$ cat src/rtl/player_ship_pkg.sv
// Shared parameters and types for the player_ship block: fire FSM state
// encoding, default playfield size and default ship colour.
package player_ship_pkg;

  typedef enum logic [1:0] {
    READY,
    PENDING,
    COOLDOWN
  } fire_state_t;

  localparam int unsigned DEF_HRES       = 640;
  localparam int unsigned DEF_VRES       = 480;
  localparam logic [23:0] DEF_SHIP_COLOR = 24'h00FF00;

endpackage

$ cat src/rtl/player_ship_if.sv
// Fire-request handshake between the player ship (master) and the
// projectile spawner (slave).
interface player_ship_if;
  logic               fire_req;
  logic signed [11:0] fire_x;
  logic               fire_ack;

  modport master (output fire_req, output fire_x, input fire_ack);
  modport slave  (input fire_req, input fire_x, output fire_ack);
endinterface

$ cat src/rtl/player_ship_btn_debounce.sv
// Button conditioner: 2-flop synchroniser followed by a stability counter.
// `rise` pulses for one cycle in the first cycle `level` reads high.
module btn_debounce #(
  parameter int DEBOUNCE_CYCLES = 4
) (
  input  logic clk,
  input  logic rst_n,
  input  logic btn,
  output logic level,
  output logic rise
);

  localparam int CNT_W = (DEBOUNCE_CYCLES > 1) ? $clog2(DEBOUNCE_CYCLES) : 1;
  localparam logic [CNT_W-1:0] CNT_LAST = CNT_W'(DEBOUNCE_CYCLES - 1);

  logic [1:0]       sync_q;
  logic [CNT_W-1:0] cnt_q, cnt_d;
  logic             level_q, level_d;
  logic             rise_q, rise_d;

  // Counter only runs while the synchronised input disagrees with the level
  always_comb begin
    cnt_d   = '0;
    level_d = level_q;
    rise_d  = 1'b0;
    if (sync_q[1] != level_q) begin
      if (cnt_q == CNT_LAST) begin
        level_d = sync_q[1];
        rise_d  = sync_q[1];
      end else begin
        cnt_d = cnt_q + 1'b1;
      end
    end
  end

  always_ff @(posedge clk or negedge rst_n) begin
    if (!rst_n) begin
      sync_q  <= '0;
      cnt_q   <= '0;
      level_q <= 1'b0;
      rise_q  <= 1'b0;
    end else begin
      sync_q  <= {sync_q[0], btn};
      cnt_q   <= cnt_d;
      level_q <= level_d;
      rise_q  <= rise_d;
    end
  end

  assign level = level_q;
  assign rise  = rise_q;

endmodule

$ cat src/rtl/player_ship.sv
// Player ship controller: debounced buttons, per-frame velocity/position
// with edge clamp, ship sprite output. Fire handshake built only when
// PLAYER_SHIP_FIRE_EN is defined; otherwise fire_req/fire_x are tied to 0.
module player_ship
  import player_ship_pkg::*;
#(
  parameter int          HRES            = DEF_HRES,
  parameter int          VRES            = DEF_VRES,
  parameter int          SHIP_W          = 32,
  parameter int          SHIP_H          = 16,
  parameter int          MAX_VEL         = 8,
  parameter int          ACCEL           = 2,
  parameter int          FRICTION        = 1,
  parameter int          DEBOUNCE_CYCLES = 4,
  parameter int          FIRE_COOLDOWN   = 8,
  parameter logic [23:0] SHIP_COLOR      = DEF_SHIP_COLOR
) (
  input  logic               pixel_clk,
  input  logic               rst_n,
  input  logic               fsync,
  input  logic signed [11:0] hpos,
  input  logic signed [11:0] vpos,
  input  logic               right,
  input  logic               left,
  input  logic               fire,
  output logic [7:0]         pixel [0:2],
  output logic               active,
  output logic signed [11:0] ship_x,
  output logic signed [11:0] ship_center_x,
  output logic signed [7:0]  ship_vel,
  player_ship_if.master      fire_bus
);

  localparam logic signed [11:0] X_RESET = 12'((HRES - SHIP_W) / 2);
  localparam logic signed [11:0] HALF_W  = 12'(SHIP_W / 2);
  localparam logic signed [12:0] X_MAX   = 13'(HRES - SHIP_W);
  localparam logic signed [12:0] W_13    = 13'(SHIP_W);
  localparam logic signed [12:0] Y_TOP   = 13'(VRES - SHIP_H);
  localparam logic signed [12:0] Y_END   = 13'(VRES);
  localparam logic signed [9:0]  V_MAX   = 10'(MAX_VEL);
  localparam logic signed [9:0]  V_ACC   = 10'(ACCEL);
  localparam logic signed [9:0]  V_FRI   = 10'(FRICTION);

  logic lvl_r, lvl_l, unused_rise_r, unused_rise_l;

  btn_debounce #(.DEBOUNCE_CYCLES(DEBOUNCE_CYCLES)) u_db_right (
    .clk(pixel_clk), .rst_n(rst_n), .btn(right), .level(lvl_r), .rise(unused_rise_r)
  );

  btn_debounce #(.DEBOUNCE_CYCLES(DEBOUNCE_CYCLES)) u_db_left (
    .clk(pixel_clk), .rst_n(rst_n), .btn(left), .level(lvl_l), .rise(unused_rise_l)
  );

  logic               want_r_q, want_l_q;
  logic signed [11:0] ship_x_q, ship_x_d;
  logic signed [7:0]  vel_q, vel_d;
  logic signed [9:0]  vel_w, vel_t;
  logic signed [12:0] x_t;

  assign vel_w = {{2{vel_q[7]}}, vel_q};

  always_comb begin
    vel_t = vel_w;
    if (want_r_q && !want_l_q) begin
      vel_t = vel_w + V_ACC;
      if (vel_t > V_MAX) vel_t = V_MAX;
    end else if (want_l_q && !want_r_q) begin
      vel_t = vel_w - V_ACC;
      if (vel_t < -V_MAX) vel_t = -V_MAX;
    end else if (vel_w > V_FRI) begin
      vel_t = vel_w - V_FRI;
    end else if (vel_w < -V_FRI) begin
      vel_t = vel_w + V_FRI;
    end else begin
      vel_t = '0;
    end

    x_t      = {ship_x_q[11], ship_x_q} + {{5{vel_t[7]}}, vel_t[7:0]};
    vel_d    = vel_t[7:0];
    ship_x_d = x_t[11:0];
    if (x_t < 0) begin
      ship_x_d = '0;
      vel_d    = '0;
    end else if (x_t > X_MAX) begin
      ship_x_d = X_MAX[11:0];
      vel_d    = '0;
    end
  end

  // Level present on the fsync cycle seeds the next frame's intent
  always_ff @(posedge pixel_clk or negedge rst_n) begin
    if (!rst_n) begin
      want_r_q <= 1'b0;
      want_l_q <= 1'b0;
      ship_x_q <= X_RESET;
      vel_q    <= '0;
    end else if (fsync) begin
      want_r_q <= lvl_r;
      want_l_q <= lvl_l;
      ship_x_q <= ship_x_d;
      vel_q    <= vel_d;
    end else begin
      want_r_q <= want_r_q | lvl_r;
      want_l_q <= want_l_q | lvl_l;
    end
  end

  assign ship_x        = ship_x_q;
  assign ship_vel      = vel_q;
  assign ship_center_x = ship_x_q + HALF_W;

  logic signed [12:0] hpos_w, vpos_w, x_w;

  assign hpos_w = {hpos[11], hpos};
  assign vpos_w = {vpos[11], vpos};
  assign x_w    = {ship_x_q[11], ship_x_q};
  assign active = (hpos_w >= x_w) && (hpos_w < x_w + W_13) &&
                  (vpos_w >= Y_TOP) && (vpos_w < Y_END);

  assign pixel[0] = active ? SHIP_COLOR[7:0]   : '0;
  assign pixel[1] = active ? SHIP_COLOR[15:8]  : '0;
  assign pixel[2] = active ? SHIP_COLOR[23:16] : '0;

`ifdef PLAYER_SHIP_FIRE_EN
  localparam int COOL_W = (FIRE_COOLDOWN > 0) ? $clog2(FIRE_COOLDOWN + 1) : 1;

  logic               lvl_f, rise_f;
  fire_state_t        state_q, state_d;
  logic [COOL_W-1:0]  cool_q, cool_d;
  logic signed [11:0] fire_x_q, fire_x_d;

  btn_debounce #(.DEBOUNCE_CYCLES(DEBOUNCE_CYCLES)) u_db_fire (
    .clk(pixel_clk), .rst_n(rst_n), .btn(fire), .level(lvl_f), .rise(rise_f)
  );

  always_comb begin
    state_d  = state_q;
    cool_d   = cool_q;
    fire_x_d = fire_x_q;
    case (state_q)
      READY: begin
        if (rise_f) begin
          state_d  = PENDING;
          fire_x_d = ship_center_x;
        end
      end
      PENDING: begin
        if (fire_bus.fire_ack) begin
          if (FIRE_COOLDOWN == 0) begin
            state_d = READY;
          end else begin
            state_d = COOLDOWN;
            cool_d  = COOL_W'(FIRE_COOLDOWN);
          end
        end
      end
      COOLDOWN: begin
        if (fsync) begin
          if (cool_q <= COOL_W'(1)) begin
            state_d = READY;
            cool_d  = '0;
          end else begin
            cool_d = cool_q - 1'b1;
          end
        end
      end
      default: state_d = READY;
    endcase
  end

  always_ff @(posedge pixel_clk or negedge rst_n) begin
    if (!rst_n) begin
      state_q  <= READY;
      cool_q   <= '0;
      fire_x_q <= '0;
    end else begin
      state_q  <= state_d;
      cool_q   <= cool_d;
      fire_x_q <= fire_x_d;
    end
  end

  assign fire_bus.fire_req = (state_q == PENDING);
  assign fire_bus.fire_x   = fire_x_q;
`else
  logic unused_fire;

  assign unused_fire       = fire ^ fire_bus.fire_ack ^ (FIRE_COOLDOWN != 0);
  assign fire_bus.fire_req = 1'b0;
  assign fire_bus.fire_x   = '0;
`endif

endmodule

$ cat src/flat_wrapper.sv
// flat-port wrapper written by rule: the top's interface ports become plain ports
module player_ship_flat import player_ship_pkg::*;
#(
  parameter int          HRES            = DEF_HRES,
  parameter int          VRES            = DEF_VRES,
  parameter int          SHIP_W          = 32,
  parameter int          SHIP_H          = 16,
  parameter int          MAX_VEL         = 8,
  parameter int          ACCEL           = 2,
  parameter int          FRICTION        = 1,
  parameter int          DEBOUNCE_CYCLES = 4,
  parameter int          FIRE_COOLDOWN   = 8,
  parameter logic [23:0] SHIP_COLOR      = DEF_SHIP_COLOR
)
  (pixel_clk, rst_n, fsync, hpos, vpos, right, left, fire, pixel, active, ship_x, ship_center_x, ship_vel, fire_bus_fire_req, fire_bus_fire_x, fire_bus_fire_ack);
  player_ship_if fire_bus_i ();
  input  logic pixel_clk;
  input  logic rst_n;
  input  logic fsync;
  input  logic signed [11:0] hpos;
  input  logic signed [11:0] vpos;
  input  logic right;
  input  logic left;
  input  logic fire;
  output logic [7:0] pixel[0:2];
  output logic active;
  output logic signed [11:0] ship_x;
  output logic signed [11:0] ship_center_x;
  output logic signed [7:0] ship_vel;
  output wire logic [$bits(fire_bus_i.fire_req)-1:0] fire_bus_fire_req;
  output wire logic [$bits(fire_bus_i.fire_x)-1:0] fire_bus_fire_x;
  input wire logic [$bits(fire_bus_i.fire_ack)-1:0] fire_bus_fire_ack;
  assign fire_bus_fire_req = fire_bus_i.fire_req;
  assign fire_bus_fire_x = fire_bus_i.fire_x;
  assign fire_bus_i.fire_ack = fire_bus_fire_ack;
  player_ship #(.HRES(HRES), .VRES(VRES), .SHIP_W(SHIP_W), .SHIP_H(SHIP_H), .MAX_VEL(MAX_VEL), .ACCEL(ACCEL), .FRICTION(FRICTION), .DEBOUNCE_CYCLES(DEBOUNCE_CYCLES), .FIRE_COOLDOWN(FIRE_COOLDOWN), .SHIP_COLOR(SHIP_COLOR)) u_core (.pixel_clk(pixel_clk), .rst_n(rst_n), .fsync(fsync), .hpos(hpos), .vpos(vpos), .right(right), .left(left), .fire(fire), .pixel(pixel), .active(active), .ship_x(ship_x), .ship_center_x(ship_center_x), .ship_vel(ship_vel), .fire_bus(fire_bus_i));
endmodule
$ cat config.mk
export PLATFORM = sky130hd
export DESIGN_NAME = player_ship_flat
export DESIGN_NICKNAME = d
export VERILOG_FILES = /design/src/rtl/player_ship_pkg.sv /design/src/rtl/player_ship_if.sv /design/src/rtl/player_ship_btn_debounce.sv /design/src/rtl/player_ship.sv /design/src/flat_wrapper.sv
export SDC_FILE = /design/constraint.sdc
export NUM_CORES = 1
export LEC_CHECK = 0
export ABC_AREA = 1
export CORE_ASPECT_RATIO = 0.75
export CORE_MARGIN = 4
export CORE_UTILIZATION = 45
export DETAILED_ROUTE_END_ITERATION = 10
export PLACE_DENSITY = 0.87
export REMOVE_ABC_BUFFERS = 1
export SLEW_MARGIN = 15
export SYNTH_ARGS = -nofsm -noshare
export SYNTH_HDL_FRONTEND = slang
export SYNTH_SLANG_ARGS = --single-unit
export TNS_END_PERCENT = 5
$ cat constraint.sdc
create_clock -name pixel_clk -period 5.6 [get_ports pixel_clk]
set_input_delay 1.12 -clock pixel_clk [delete_from_list [all_inputs] [get_ports pixel_clk]]
set_output_delay 1.12 -clock pixel_clk [all_outputs]
set_load 0.1 [all_outputs]
==> summary.txt, run 1 <==
Worst Skew: 0.00728 ns
Max rail drop VDD: 0.270 mV
Met1 Track Usage GR: 28.5%
Post-Syn Area: 3860 um2
Setup WS pre-CTS: 0.985 ns
Reg-to-reg setup timing slack: 1.12 ns
FFs w/ async S/R, synth: 100%
Clk pwr share: 10.1%
Largest net degree at the start of global routing: 33
DR vias: 3,883
DP HPWL: 8130 um
Wire per inst: 13.4 um
Worst-path clk slew: 0.05 ns
Worst min path class: flip-flop to flip-flop
Setup slack after layout: 0.932 ns
Critical Path Source Type: input pin
Overflow after GRT: 0
Cell area after layout: 4540 um2
Fin Setup TNS: 0 ns
Initial Utilization: 47.5%
Synth unique cells: 34
Post-synthesis cell count: 600
Postcts setup bufs: 0
HP Start: u_core.u_db_right.sync_q[0]$_DFF_PN0_
Height of the die: 88.2 um
Initial antenna violation count: 0
Routed wire length: 10,200 um
Status: complete, no violations
I/O pin total: 101
Rows: 28
Worst Path Class, Setup: input pin to output pin
Logic pwr share: 75.9%
EDFF count, synth: 0
Share of cells above drive strength 1: 6.27%
Area of the core: 8130 um2
Internal power: 1.07 mW
DRT antenna net count: 0
Worst skew pair latency: 0.28 ns
Worst-Margin Slew: 0.982 ns
WHS Endpoint: u_core.u_db_right.sync_q[1]$_DFF_PN0_
Most frequent cells in the layout: nand2_1 (192), inv_1 (77), clkdlybuf4s50_1 (56), nand3_1 (48), ha_1 (46)
Commonest non-fill, non-tap cell in the layout: nand2_1
Pwr dens: 595 nW/um2
Final Max Slew Viols: 0
CTS Sinks: 32
CP Max Fanout: 9
Min Clock Period, post-route: 4.67 ns
CTS max path bufs: 2
Max Cap Viol: 0
Max Freq: 214 MHz
Pre-Repair DR Iteration Count: 5
Met2 Use GR: 33.2%
Final Hold Fails: 0
Resize count post-CTS: 0
Placed cell areas: 4400 um2
Final-layout fill cell count: 763
CTS buffer count: 5
P&R area growth vs syn: 17.7%
Syn_area_per_cell: 6.43 um2
Hold buffer count at CTS: 0
Most Used Layer, Global Route: met2
GPL Wtd Cong: 0.982
DIE AREA: 10,100 um2
Vias in the first global route: 3,582
Nets: 731
Post-synth top area share: 18.8%
Sw Ratio: 60.3%
Synthesis-stage register bit count: 32
Net Sw Power: 1.63 mW
Ys flop type: dfrtp_1
Synth Warn #: 0
Number of port buffers: 65
Final setup viols: 0
Sequential-to-total area share from yosys stat: 20.8%
First-pass GRT wire length: 16,800 um
Worst setup EP type: output pin
Top cells by area, synth: dfrtp_1 (19%), nand2_1 (19%), ha_1 (15%)
Vias per Instance: 5.12
Die X: 115 um
Iter 0 DRT Violations: 313
TritonCTS clock tree: yes
Reg-to-reg endpoint: u_core.ship_x[8]$_DFFE_PN1P_
RSZ-0062 raised after global routing: no
Hold path cells: 0
Global Route met3 Usage: 3.25%
Reg power frac: 14.0%
CP arrival: 3.55 ns
Critical Path Start: hpos[3]
Total track usage: 20.2%
CTS H-tree depth: 2
Leakage: 2.38 nW
Root buffer selected by CTS: clkbuf_16
Remaining DRCs: 0
Slew headroom: 34.3%
R2R Path Start: u_core.ship_vel[2]$_DFFE_PN0P_
Fin crit share: 83.4%
Data required, critical path: 4.48 ns
Antenna cells: 0
Register-to-Register Path Depth: 30
Post-synth top area cell: dfrtp_1
## per-stage QoR
| stage | hold slack, ns | total power, mW | utilization, % | std cells |
|---|---|---|---|---|
| after floorplan | 0.331 | 1.95 | - | 579 |
| after global placement | 0.333 | 2.32 | 54.1 | 751 |
| after detailed placement | 0.337 | 2.39 | 54.1 | 751 |
| after CTS | 0.349 | 2.68 | 55.9 | 759 |
| after global routing | 0.352 | 2.93 | 55.9 | 759 |
| final | 0.347 | 2.70 | 55.9 | 759 |
## worst max-delay path by stage
stage / cells past startpoint / slack, ns / to
after global placement: 15 / 1.08 / active
final: 13 / 0.93 / pixel[12]
after CTS: 13 / 1.0 / pixel[12]
after global routing: 28 / 0.67 / u_core.ship_vel[4]$_DFFE_PN0P_
after detailed placement: 13 / 0.98 / pixel[12]
after floorplan: 14 / -9.27 / active
## cells in the mapped netlist, types with 6 or more instances
| cell | instances |
|---|---|
| nand2_1 | 192 |
| buf_4 | 42 |
| nand4_1 | 11 |
| dfrtp_1 | 29 |
| nor2_1 | 43 |
| o21ai_0 | 21 |
| inv_1 | 77 |
| o21ai_1 | 6 |
| inv_2 | 7 |
| nand3_1 | 48 |
| ha_1 | 46 |
| a21oi_1 | 21 |
| xor2_1 | 11 |
## cell families (layout without fill, tap and decap cells)
| family | after synthesis | in the layout | synth area share [%] |
|---|---|---|---|
| compound gates | 60 | 60 | 8.78 |
| flops | 32 | 32 | 20.8 |
| xor+xnor | 16 | 16 | 3.63 |
| buf+inv | 133 | 159 | 17.1 |
| other cells | 1 | 29 | 0.0972 |
| fa+ha+maj | 47 | 47 | 15.4 |
| simple gates | 311 | 311 | 34.1 |
## registers in the layout, summed over array words and instances (netlist names), 2 cells and up
register and flops:
u_core.u_db_left.sync_q 2, u_core.u_db_left.cnt_q 2, u_core.ship_vel 8, u_core.ship_x 12, u_core.u_db_right.sync_q 2, u_core.u_db_right.cnt_q 2
## critical path, cell delays in order
cell and delay, ns:
clkdlybuf4s50_1 0.41, ha_1 0.30, nand2_1 0.06, inv_1 0.05, nand2_1 0.04, nand2_1 0.07
a21oi_1 0.07, o21ai_0 0.31, nand2_1 0.13, nand3_1 0.09, nand3_1 0.07, nor2_1 0.41
buf_4 0.39
## layout make-up
class / instances / area [um2] / area share [%]
Clock buffer: 6 / 139 / 3.06
Clock inverter: 2 / 10.0 / 0.220
Inverter: 84 / 315 / 6.94
Multi-Input combinational cell: 463 / 2500 / 55.0
Sequential cell: 32 / 805 / 17.7
Tap cell: 105 / 131 / 2.89
Timing Repair Buffer: 67 / 643 / 14.2
## layer usage
layer	wire length, um	up-vias
met5	0	-
met4	114	0
met3	675	21
met2	4670	146
met1	4710	1773
li1	-	1943
## power groups by stage
stage / sequential (mW) / combinational (mW) / clock [mW]
finish: 0.377 / 2.05 / 0.274
CTS: 0.376 / 2.03 / 0.276
global placement: 0.375 / 1.95 / 0
floorplan: 0.585 / 1.37 / 0
global route: 0.386 / 2.25 / 0.289
detailed placement: 0.379 / 2.01 / 0
(Power assumes the default switching activity.)
==> run 2, diff against run 1 <==
==> constraint.sdc (replaced) <==
create_clock -name pixel_clk -period 4.55 [get_ports pixel_clk]
set_input_delay 0.91 -clock pixel_clk [delete_from_list [all_inputs] [get_ports pixel_clk]]
set_output_delay 0.91 -clock pixel_clk [all_outputs]
set_load 0.1 [all_outputs]
==> run 2 against run 1 <==
Cell count up 0.79%. Critical path depth up 17. Non-clock buffer count up 6. Core utilization up 2.0 points. Worst setup slack worse by 0.59 ns. Die area unchanged. Final area up 3.6%. Via count up 3.0%. Clock-buffer cell count up 2. Sequential power up 19%. Combinational power up 26%. Critical endpoint is now u_core.ship_vel[3]$_DFFE_PN0P_. Largest cell class unchanged.
==> summary.txt, run 2 (synthesis results as in run 1) <==
Number of flip-flops in the largest register: 12 (unchanged)
CP Max Fanout: 8 (-1)
Internal power: 1.35 mW (+26%)
DP HPWL: 8200 um (+0.93%)
Slew headroom: 33.7% (-0.66 points)
Most frequent cells in the layout: nand2_1 (192), inv_1 (77), clkdlybuf4s50_1 (53), nand3_1 (48), ha_1 (45)
Worst-path clk slew: 0.05 ns (about the same)
Routed wire length: 10,300 um (+1.3%)
GPL Wtd Cong: 0.974 (-0.86%)
Clk pwr share: 10.4% (+0.3 points)
RSZ-0062 raised after global routing: no
Data required, critical path: 4.76 ns (+0.28 ns)
WHS: 0.351 ns (+0.00320 ns)
Iter 0 DRT Violations: 288 (-8.0%)
CTS max path bufs: 2 (unchanged)
Final-layout fill cell count: 746 (-2.2%)
Max Freq: 238 MHz
Sw Ratio: 60.1% (-0.21 points)
I/O pin total: 101 (unchanged)
Critical Path Source Type: flip-flop
Fin crit share: 92.5%
CTS Sinks: 32 (unchanged)
Height of the die: 88.2 um (unchanged)
TritonCTS clock tree: yes
Share of cells above drive strength 1: 8.03% (+1.8 points)
Vias per Instance: 5.23 (+2.2%)
Area of the core: 8130 um2 (unchanged)
P&R area growth vs syn: 22.0%
Multi-input gate area: 2510 um2 (+0.20%)
Max Cap Viol: 0 (unchanged)
Max rail drop VDD: 0.349 mV (+29%)
Reg power frac: 13.3% (-0.7 points)
Die X: 115 um (unchanged)
Setup slack after layout: 0.341 ns (-0.591 ns)
Worst min path class: flip-flop to flip-flop
Pre-Repair DR Iteration Count: 5 (unchanged)
Final core utilization: 57.9% (+2.0 points)
Wire per inst: 13.5 um (+0.46%)
Final Hold Fails: 0 (unchanged)
Worst-Margin Slew: 0.992 ns (+0.00989 ns)
Postcts setup bufs: 0 (unchanged)
CP max stage delay: 0.42 ns (about the same)
DRT antenna net count: 0 (unchanged)
Register Area: 807 um2 (+0.31%)
Met2 Use GR: 33.4% (+0.21 points)
Final setup viols: 0 (unchanged)
Worst Skew: 0.00313 ns (-0.00415 ns)
Number of port buffers: 65 (unchanged)
Total track usage: 20.4% (+0.19 points)
Leakage: 2.44 nW (+2.3%)
Rows: 28 (unchanged)
DR vias: 3,998 (+3.0%)
Worst skew pair latency: 0.28 ns (about the same)
DIE AREA: 10,100 um2 (unchanged)
Overflow after GRT: 0 (unchanged)
Commonest non-fill, non-tap cell in the layout: nand2_1
Max stage delay cell, worst path: dfrtp_2
Worst setup EP type: flip-flop
Status: complete, no violations
Initial antenna violation count: 0 (unchanged)
Nets: 737 (+0.82%)
Final Max Slew Viols: 0 (unchanged)
Pwr dens: 719 nW/um2 (+21%)
CTS H-tree depth: 2 (unchanged)
Fin Setup TNS: 0 ns (unchanged)
Most Used Layer, Global Route: met2
Min Clock Period, post-route: 4.21 ns
Total power: 3.39 mW (+25%)
Vias in the first global route: 3,734 (+4.2%)
Met1 Track Usage GR: 27.6% (-0.84 points)
Setup WS pre-CTS: 0.457 ns (-0.528 ns)
First-pass GRT wire length: 16,900 um (+0.62%)
Remaining DRCs: 0 (unchanged)
Hold buffer count at CTS: 0 (unchanged)
Net Sw Power: 2.04 mW (+25%)
Root buffer selected by CTS: clkbuf_16
CTS buffer count: 5 (unchanged)
Global Route met3 Usage: 3.80% (+0.55 points)
Worst Path Class, Setup: flip-flop to flip-flop
Antenna cells: 0 (unchanged)
Initial Utilization: 47.5% (unchanged)
Largest net degree at the start of global routing: 33 (unchanged)
Most used cell along the critical path: nand2_1
CP arrival: 4.42 ns (+0.87 ns)
Logic pwr share: 76.3% (+0.4 points)
[run 2: cell count changes in the layout (fill, tap and decap cells not counted), sizes merged]
cell           delta
buf               +9
clkinv            -2
clkdlybuf4s50     -3
clkbuf            +2
[run 2: per-stage QoR]
stage | std cells | area (um2)
2_1_floorplan | 579 | 3620
3_3_place_gp | 757 | 4550
3_5_place_dp | 757 | 4550
4_1_cts | 765 | 4700
5_1_grt | 765 | 4710
6_report | 765 | 4710
[run 2: repair_timing]
item | in CTS | in global routing
endpoints found under the hold margin | 0 | 0
gates resized for setup | 0 | 4
endpoints found under the setup margin | 0 | 8
[run 2: power by group through the flow]
| stage | sequential [mW] | clock, mW | combinational (mW) |
|---|---|---|---|
| 2_1_floorplan | 0.720 | 0 | 1.68 |
| 3_3_place_gp | 0.448 | 0 | 2.42 |
| 3_5_place_dp | 0.452 | 0 | 2.51 |
| 4_1_cts | 0.448 | 0.357 | 2.54 |
| 5_1_grt | 0.462 | 0.369 | 2.83 |
| 6_report | 0.450 | 0.353 | 2.58 |
[run 2: cell type report]
type	count	area share (%)
multi-input combinational	463	53.2
sequential	32	17.1
timing repair buffer	73	16.8
inverter	84	6.69
clock buffer	8	3.32
tap	105	2.79
[run 2: path summary, 6_finish.rpt]
| kind | from | to | slack [ns] | cells after the start |
|---|---|---|---|---|
| max | u_core.ship_vel[1]$_DFFE_PN0P_ | u_core.ship_vel[3]$_DFFE_PN0P_ | 0.34 | 30 |
| min | u_core.u_db_right.sync_q[0]$_DFF_PN0_ | u_core.u_db_right.sync_q[1]$_DFF_PN0_ | 0.35 | 0 |
| max reg2reg | u_core.ship_vel[1]$_DFFE_PN0P_ | u_core.ship_vel[3]$_DFFE_PN0P_ | 0.34 | 30 |
| min reg2reg | u_core.u_db_right.sync_q[0]$_DFF_PN0_ | u_core.u_db_right.sync_q[1]$_DFF_PN0_ | 0.35 | 0 |
| max in group asynchronous | rst_n | u_core.ship_x[5]$_DFFE_PN1P_ | 3.18 | 2 |
| min in group asynchronous | rst_n | u_core.u_db_left.sync_q[0]$_DFF_PN0_ | 1.03 | 2 |
[run 2: layer usage]
layer  vias up  routed length, um
met5         -                  0
met4         0                144
met3        23                719
met2       150               4820
met1      1865               4610
li1       1960                  -
[run 2: critical path: cells and delay by family, from the launching register on]
family,cells,cell delay (ns)
simple gates,19,1.86
flops,1,0.42
compound gates,2,0.18
fa+ha+maj,4,1.23
buf+inv,5,0.44
